[src/rtl/pe_operand_packer.sv]
// Operand packer: gathers low-precision input/weight element pairs into one packed
// 8-bit word per operand, laid out for the multiplier diagonal of the selected mode.
package pe_operand_packer_pkg;
   typedef enum logic [2:0] {
      AU_XNOR = 3'd0,
      AU_M1   = 3'd1,
      AU_M2   = 3'd2,
      AU_M4   = 3'd3,
      AU_M8   = 3'd4
   } au_mode_e;

   typedef struct packed {
      au_mode_e mode;
      logic     isgn;
      logic     wsgn;
   } au_ctl_t;

   function automatic logic [3:0] lane_w(au_mode_e m);
      case (m)
         AU_M2:   lane_w = 4'd2;
         AU_M4:   lane_w = 4'd4;
         AU_M8:   lane_w = 4'd8;
         default: lane_w = 4'd1;
      endcase
   endfunction

   function automatic logic [3:0] lane_n(au_mode_e m);
      case (m)
         AU_M2:   lane_n = 4'd4;
         AU_M4:   lane_n = 4'd2;
         AU_M8:   lane_n = 4'd1;
         default: lane_n = 4'd8;
      endcase
   endfunction
endpackage

module pe_operand_packer
   import pe_operand_packer_pkg::*;
#(
   parameter logic PAD_I = 1'b0,
   parameter logic PAD_W = 1'b1
) (
   input  logic       clk,
   input  logic       rst_n,
   input  au_ctl_t    i_ctl,
   input  logic       i_valid,
   output logic       o_ready,
   input  logic [7:0] i_ielem,
   input  logic [7:0] i_welem,
   input  logic       i_last,
   output logic       o_valid,
   input  logic       i_ready,
   output logic [7:0] o_ipix,
   output logic [7:0] o_wpix,
   output au_ctl_t    o_ctl,
   output logic [3:0] o_nlane,
   output logic       o_last
);

   typedef enum logic [1:0] {IDLE, FILL, FULL} state_e;

   state_e     state, state_n;
   logic [7:0] fb_i, fb_w;
   au_ctl_t    fb_ctl;
   logic [3:0] cnt;
   logic       fb_last;

   au_ctl_t    ctl_eff, src_ctl;
   logic [3:0] lw, nl, lane, kl, sh_i, cnt_n, src_cnt, fbits;
   logic [7:0] lmask, base_i, base_w, new_i, new_w, src_i, src_w;
   logic [7:0] fill_i, fill_w, pk_i, pk_w;
   logic       accept, complete, or_free, xfer, src_last, pad_w_en;

   assign o_ready = (state != FULL);
   assign accept  = i_valid && o_ready;
   assign or_free = !o_valid || i_ready;

   // Lane write: a fresh word starts from an all-zero buffer, so OR-ing is enough
   always_comb begin
      ctl_eff  = (state == IDLE) ? i_ctl : fb_ctl;
      lane     = (state == IDLE) ? 4'd0 : cnt;
      base_i   = (state == IDLE) ? 8'd0 : fb_i;
      base_w   = (state == IDLE) ? 8'd0 : fb_w;
      lw       = lane_w(ctl_eff.mode);
      nl       = lane_n(ctl_eff.mode);
      lmask    = 8'((9'd1 << lw) - 9'd1);
      kl       = 4'(lane * lw);
      sh_i     = 4'd8 - kl - lw;
      new_w    = base_w | ((i_welem & lmask) << kl);
      new_i    = base_i | ((i_ielem & lmask) << sh_i);
      cnt_n    = lane + 4'd1;
      complete = accept && ((cnt_n == nl) || i_last);
   end

   // Transfer source: the word held in FB when FULL, otherwise the one completing now
   always_comb begin
      src_i    = (state == FULL) ? fb_i    : new_i;
      src_w    = (state == FULL) ? fb_w    : new_w;
      src_ctl  = (state == FULL) ? fb_ctl  : ctl_eff;
      src_cnt  = (state == FULL) ? cnt     : cnt_n;
      src_last = (state == FULL) ? fb_last : i_last;
      xfer     = (state == FULL) ? or_free : (complete && or_free);
      fbits    = 4'(src_cnt * lane_w(src_ctl.mode));
      fill_w   = 8'((9'd1 << fbits) - 9'd1);
      pad_w_en = PAD_W && (src_ctl.mode == AU_XNOR);
   end

   // Input lanes fill from the MSB, so their occupancy mask is the weight mask mirrored
   for (genvar b = 0; b < 8; b++) begin : g_bit
      assign fill_i[b] = fill_w[7-b];
      assign pk_i[b]   = src_i[b] | (PAD_I & ~fill_i[b]);
      assign pk_w[b]   = src_w[b] | (pad_w_en & ~fill_w[b]);
   end

   always_comb begin
      state_n = state;
      case (state)
         IDLE, FILL: if (accept) state_n = complete ? (or_free ? IDLE : FULL) : FILL;
         FULL:       if (or_free) state_n = IDLE;
         default:    state_n = IDLE;
      endcase
   end

   always_ff @(posedge clk or negedge rst_n) begin
      if (!rst_n) begin
         state   <= IDLE;
         fb_i    <= '0;
         fb_w    <= '0;
         fb_ctl  <= '0;
         fb_last <= 1'b0;
         cnt     <= '0;
      end else begin
         state <= state_n;
         if (accept) begin
            fb_i    <= new_i;
            fb_w    <= new_w;
            fb_ctl  <= ctl_eff;
            fb_last <= i_last;
            cnt     <= (state_n == IDLE) ? 4'd0 : cnt_n;
         end else if (xfer) begin
            cnt <= '0;
         end
      end
   end

   always_ff @(posedge clk or negedge rst_n) begin
      if (!rst_n) begin
         o_valid <= 1'b0;
         o_ipix  <= '0;
         o_wpix  <= '0;
         o_ctl   <= '0;
         o_nlane <= '0;
         o_last  <= 1'b0;
      end else if (xfer) begin
         o_valid <= 1'b1;
         o_ipix  <= pk_i;
         o_wpix  <= pk_w;
         o_ctl   <= src_ctl;
         o_nlane <= src_cnt;
         o_last  <= src_last;
      end else if (i_ready) begin
         o_valid <= 1'b0;
      end
   end

endmodule

[config.mk]
export PLATFORM = sky130hd
export DESIGN_NAME = pe_operand_packer
export DESIGN_NICKNAME = d
export VERILOG_FILES = /design/src/rtl/pe_operand_packer.sv
export SDC_FILE = /design/constraint.sdc
export NUM_CORES = 1
export LEC_CHECK = 0
export BUFFER_PORTS_ARGS = -buffer_cell sky130_fd_sc_hd__buf_4
export CAP_MARGIN = 5
export CORE_MARGIN = 2
export CORE_UTILIZATION = 34
export DETAILED_ROUTE_END_ITERATION = 8
export PLACE_DENSITY = 0.49
export REMOVE_ABC_BUFFERS = 1
export SLEW_MARGIN = 30
export SYNTH_ARGS = -nofsm -noshare
export SYNTH_HDL_FRONTEND = slang
export SYNTH_SLANG_ARGS = --single-unit
[constraint.sdc]
create_clock -name clk -period 6.9 [get_ports clk]
set_input_delay 1.725 -clock clk [delete_from_list [all_inputs] [get_ports clk]]
set_output_delay 1.725 -clock clk [all_outputs]
set_load 0.05 [all_outputs]
# Word level (Yosys, flattened, before mapping)
# Index checks and enable logic that the tools add are counted.
[classes]
n_eq_ne = 10
shift = 4
add_sub_neg = 5
bitwise_logic = 28
mul = 2
muxes = 23
n_reduce_logical = 12
[ops]
columns = ["cell", "n"]
rows = [
  ["$pmux 4 s3", 3],
  ["$mux 8", 4],
  ["$mux 4", 5],
  ["$and 8x8->8", 2],
  ["$or 8x8->8", 2],
  ["$shl 1x4->8 const A", 2],
  ["$shl 8x4->8", 2],
  ["$sub 8x1->8 const B", 2],
  ["$eq 3x2->1 const B", 4],
  ["$mux 5", 2],
  ["$and 1x1->1", 8],
  ["$mul 4x4->4", 2],
  ["$mux 2", 4],
  ["$not 1->1", 8],
  ["$or 1x1->1", 8],
  ["$eq 3x3->1 const B", 2],
  ["$add 4x1->4 const B", 1],
  ["$eq 4x4->1", 1],
  ["$logic_not 2->1", 2],
  ["$mux 1", 4],
  ["$pmux 2 s2", 1],
  ["$reduce_bool 2->1", 2],
  ["$sub 4x4->4", 1],
  ["$sub 4x4->4 const A", 1],
  ["other kinds (8)", 11],
]
[totals]
register_bits = 55

# Depth between registers and ports, before layout
[depth]
ltp_word = 13
depth_mapped = 26
mapped_depth_nobuf = 22

# Worst setup path before layout
# OpenSTA, ideal clock, no wires.
[synth_path]
path_type = "input to register"
start = "in i_ctl[3] (netlist name)"
end = "reg o_ipix[4]"
required_time_ns = 6.765
arrival_ns = 5.403
n_path_buf = 1
stages = 18
slack_ns = 1.362
setup_time_ns = 0.135
cell_sequence = "nor4b_2 > a21oi_2 > nand2b_1 > nor2_1 > ha_1 > ha_1 > ha_1 > clkbuf_1 > inv_1 > ha_1 > inv_1 > fa_1 > xnor2_1 > xnor2_1 > xor2_2 > nor2_1 > a221oi_1 > o22ai_1"
[synth_via]
elab_chain_len = 9
word_cells_on_any_way = 20
cone_classes = "add/sub (3); mul (1); eq/ne (4); shift (2); mux (5); bitwise (2); reduce/logical (3)"
[synth_rtl]
columns = ["element", "line_no", "text"]
rows = [
  ["start: declaration", "45", "input au_ctl_t i_ctl,"],
  ["$mux 5 *", "80", "ctl_eff = (state == IDLE) ? i_ctl : fb_ctl;"],
  ["$eq 3x3->1 or $eq 3x2->1 (tied branches)", "19, 28", ""],
  ["$pmux 4 s3", "19", "case (m)"],
  ["$mul 4x4->4 or $shl 1x4->8 (tied branches)", "87, 86", ""],
  ["$sub 4x4->4 or $sub 8x1->8 (tied branches)", "88, 86", ""],
  ["$sub 4x4->4 or $and 8x8->8 (tied branches)", "88, 90", ""],
  ["$shl 8x4->8", "90", "new_i = base_i | ((i_ielem & lmask) << sh_i);"],
  ["$or 8x8->8", "90", ""],
  ["$mux 8", "97", "src_i = (state == FULL) ? fb_i : new_i;"],
  ["end signal: assignment", "156", "o_ipix <= pk_i;"],
  ["end: declaration", "53", "output logic [7:0] o_ipix,"],
]
# Every way passes the cells marked *; elsewhere a longest branch is shown, timed or not.
# A chain may end at the register's enable or synchronous reset.

# Worst setup path after layout
# Same ends and word-level chain as after synthesis.

==> summary.txt <==
Status
  • Status: complete, no violations

STA
  • F_max: roughly 170 MHz
  • Final setup skew: 3.53 ps
  • Final-report max-slew violation count: 0
  • Final period util: ~83%
  • Max_slew headroom: 42.8%
  • Worst-Margin Slew: ~860 ps
  • Final TNS setup: 0 ps
  • Fin. Hold Viols: 0
  • Setup ws final: 1170 ps
  • Unrepaired setup endpoints after global routing: no
  • # setup viols final: 0
  • Tmin final: ~5700 ps

Drt
  • Wire per inst: roughly 17 um
  • Final wirelength: approximately 11000 um
  • ANT nets after route: 0
  • DRT Pass-1 Iters: 5
  • Initial DRC count: roughly 230
  • DR vias/cell: around 5.4
  • Via count: 3313
  • Residual DRC: 0

Critical path
  • CP Launch Type: input pin
  • Slowest cell on crit path: ha_1
  • Slowest stage delay, CP: 420 ps
  • Endpoint class of the critical path: flip-flop
  • Critical path arrival: 5910 ps
  • R2r setup slk: approximately 1300 ps
  • Top cell by count, worst path: ha_1
  • Crit path kind: in2reg
  • End point of the critical path: o_ipix[4]$_DFFE_PN0P_
  • Crit Path Max Fanout: 8
  • Crit path from: i_ctl[3]
  • Worst path cell trace: buf_4 -> nor4b_2 -> a21oi_2 -> nand2b_1 -> nor2_1 -> ha_1 -> ha_1 -> ha_1 -> inv_1 -> ha_1 -> inv_1 -> fa_1 -> xnor2_1 -> xnor2_1 -> xor2_2 -> nor2_1 -> a221oi_1 -> o22ai_1
  • Reg-to-reg startpoint: state[1]$_DFF_PN0_
  • Worst reg2reg path endpoint: o_ipix[4]$_DFFE_PN0P_
  • WP data required: 7090 ps
  • Reg2Reg Depth: 17

Layout
  • Area Overhead vs Synth: 14.4%
  • Ant diodes: 0
  • # fillers: approximately 1100
  • FF+latch area: between 1000 and 1500 um^2
  • Final Cell Area: ~4400 um^2
  • Nets: around 510
  • Post-Layout Cell Count: just over 600
  • Share of layout cells above drive strength 1: about a fifth
  • Area of the multi-input gates: about 2200 um^2

Clock network
  • CTS sink cnt: between 50 and 60
  • H-tree depth: 2
  • Clock-pin transition on the worst setup and hold timing paths: approximately 100 ps
  • Clk root buf: clkbuf_8
  • CTS Buf Count: 5
  • Clk_lat worst skew: slightly above 300 ps
  • CTS tree: built
  • Cts hold-fix bufs: 0
  • Bufs on Longest Clock Path: 2
  • Post-cts sizing count: 0
  • Post-CTS Setup Bufs: 0

Pwr
  • PwrDens: between 400 and 500 nW/um^2
  • Pleak: approximately 1.9 nW
  • VDD IR-drop max: 0.201 mV
  • Total Power: slightly below 2 mW

Floorplanning
  • Ports: 54
  • Die height: approximately 110 um
  • Die X-Extent: about 110 um
  • Starting Density: between 30% and 40%
  • DIE AREA: between 10000 and 15000 um^2
  • Core Area: 10900 um^2
  • Rows: 38

Logic synthesis
  • Flops & latches, synth: 55
  • Synth top area share: a little over a third
  • Post-synth EDFFs: 0
  • Mapped Avg Cell Area: a little under 9 um^2
  • Synth cell types: slightly below 70
  • Leading area contributor after synthesis: dfrtp_1
  • Warnings, synthesis: 0
  • Fraction of registers with async set/reset: 100%
  • Mapped cell area: between 3000 and 4000 um^2
  • Post-synthesis sequential area ratio: a little over a third
  • Syn Inst Count: between 400 and 500
  • Top_reg_cell synth: dfrtp_1
  • Leading post-synthesis cells by cell area: dfrtp_1, nor2_1, ha_1

GRT
  • GR Overflow Total: 0
  • Vias in the first global route: between 3000 and 4000
  • GRT Total Usage: 18.7%
  • First-pass GRT wire length: 17400 um
  • Initial antenna violation count: 0
  • Largest net degree at the start of global routing: between 50 and 60

Place
  • Placed cells: around 600
  • Placed instance area: ~4300 um^2
  • Port bufs: 53
  • RD Place Congestion: approximately 0.82
  • Final HPWL DP: a little under 8000 um
  • Placement Setup Slack: roughly 860 ps

Min path
  • Hold path cells: 2
  • Path type of the worst min-delay path: reg2reg

Flow run
  • Max-cap check violation count: 0
-- layer usage --
metal,vias to the layer above,track usage [%],routed length (um)
li1,1639,-,-
met1,1578,25.5,4970
met2,86,31.1,5020
met3,10,2.88,489
met4,0,4.88,178
met5,-,0,0
-- power breakdown --
group	internal (mW)	switching [mW]	total (mW)	leakage, nW
Sequential	0.448	0.0866	0.535	0.680
Clock	0.0920	0.111	0.203	0.0515
Combinational	0.423	0.804	1.23	1.18
Total	0.963	1.00	1.96	1.91
-- cells in the final DEF (no fill, tap or decap), types with 8 or more instances in the layout --
| cell type | count |
|---|---|
| a21oi_1 | 26 |
| a22o_1 | 8 |
| a31oi_1 | 10 |
| a32o_1 | 8 |
| buf_4 | 56 |
| dfrtp_1 | 55 |
| ha_1 | 14 |
| inv_1 | 20 |
| mux2i_1 | 11 |
| nand2_1 | 36 |
| nand3_1 | 16 |
| nor2_1 | 51 |
| nor3_1 | 9 |
| o21ai_0 | 21 |
| xnor2_1 | 12 |
-- synth_stat cells (all sizes together), types with 2 or more instances --
cell	count
xnor2	13
nand4	5
nor3	10
mux2i	11
o21ai	23
or3b	2
a32oi	3
nand2	36
nand3	16
o31ai	6
a31oi	11
a21boi	4
buf	14
and3	2
a22o	8
mux2	8
o21a	2
a221oi	3
or2	4
a2111oi	3
nand2b	5
a21o	3
nor4	3
a32o	8
nor2b	8
o211ai	4
a22oi	3
nand3b	2
o22ai	4
ha	14
dfrtp	55
a41o	2
a21oi	28
or3	3
clkbuf	12
nor2	52
inv	22
and2	5
-- final cells by class --
type	count	share of cell area [%]
multi-input combinational	328	50.7
sequential	55	31.5
clock buffer	8	2.29
inverter	22	1.89
timing repair buffer	56	9.62
tap	140	4.01
-- stage by stage --
step           utilization, %  hold WS [ps]
2_1_floorplan               -           449
6_report                 40.1           497
3_3_place_gp             39.2           468
3_5_place_dp             39.2           474
4_1_cts                  40.1           498
5_1_grt                  40.1           526
-- sequential cells by signal, indices dropped and copies added, names as in the netlist --
signal	cells
o_last	1
fb_i	8
o_ipix	8
o_valid	1
o_ctl	5
state	2
o_wpix	8
fb_ctl	5
fb_last	1
fb_w	8
o_nlane	4
cnt	4
-- how the worst min path moves through the flow --
stage                              from                  end  slack, ps
floorplan           fb_i[3]$_DFFE_PN0P_  fb_i[3]$_DFFE_PN0P_        450
global placement    fb_i[5]$_DFFE_PN0P_  fb_i[5]$_DFFE_PN0P_        470
detailed placement  fb_i[3]$_DFFE_PN0P_  fb_i[3]$_DFFE_PN0P_        470
CTS                 fb_i[3]$_DFFE_PN0P_  fb_i[3]$_DFFE_PN0P_        500
global route        fb_i[3]$_DFFE_PN0P_  fb_i[3]$_DFFE_PN0P_        530
finish              fb_i[3]$_DFFE_PN0P_  fb_i[3]$_DFFE_PN0P_        500
-- cell families (layout without fill, tap and decap cells) --
logic type / count (synthesis) / after routing / synth area share, %
flip-flops: 55 / 55 / 36.0
adder cells (fa/ha/maj): 15 / 15 / 5.11
AND/OR/NAND/NOR: 156 / 156 / 20.5
XOR/XNOR: 14 / 14 / 3.90
multiplexers: 19 / 19 / 5.34
AO/OA/AOI/OAI: 124 / 124 / 22.9
buffers and inverters: 48 / 86 / 6.19
-- worst max-delay path, delay by kind of cell --
family,cells,cell delay (ps)
adder cells (fa/ha/maj),5,1720
AND/OR/NAND/NOR,4,570
AO/OA/AOI/OAI,3,680
XOR/XNOR,3,880
buffers and inverters,3,340
No activity file was read; power rests on OpenSTA's default activity.
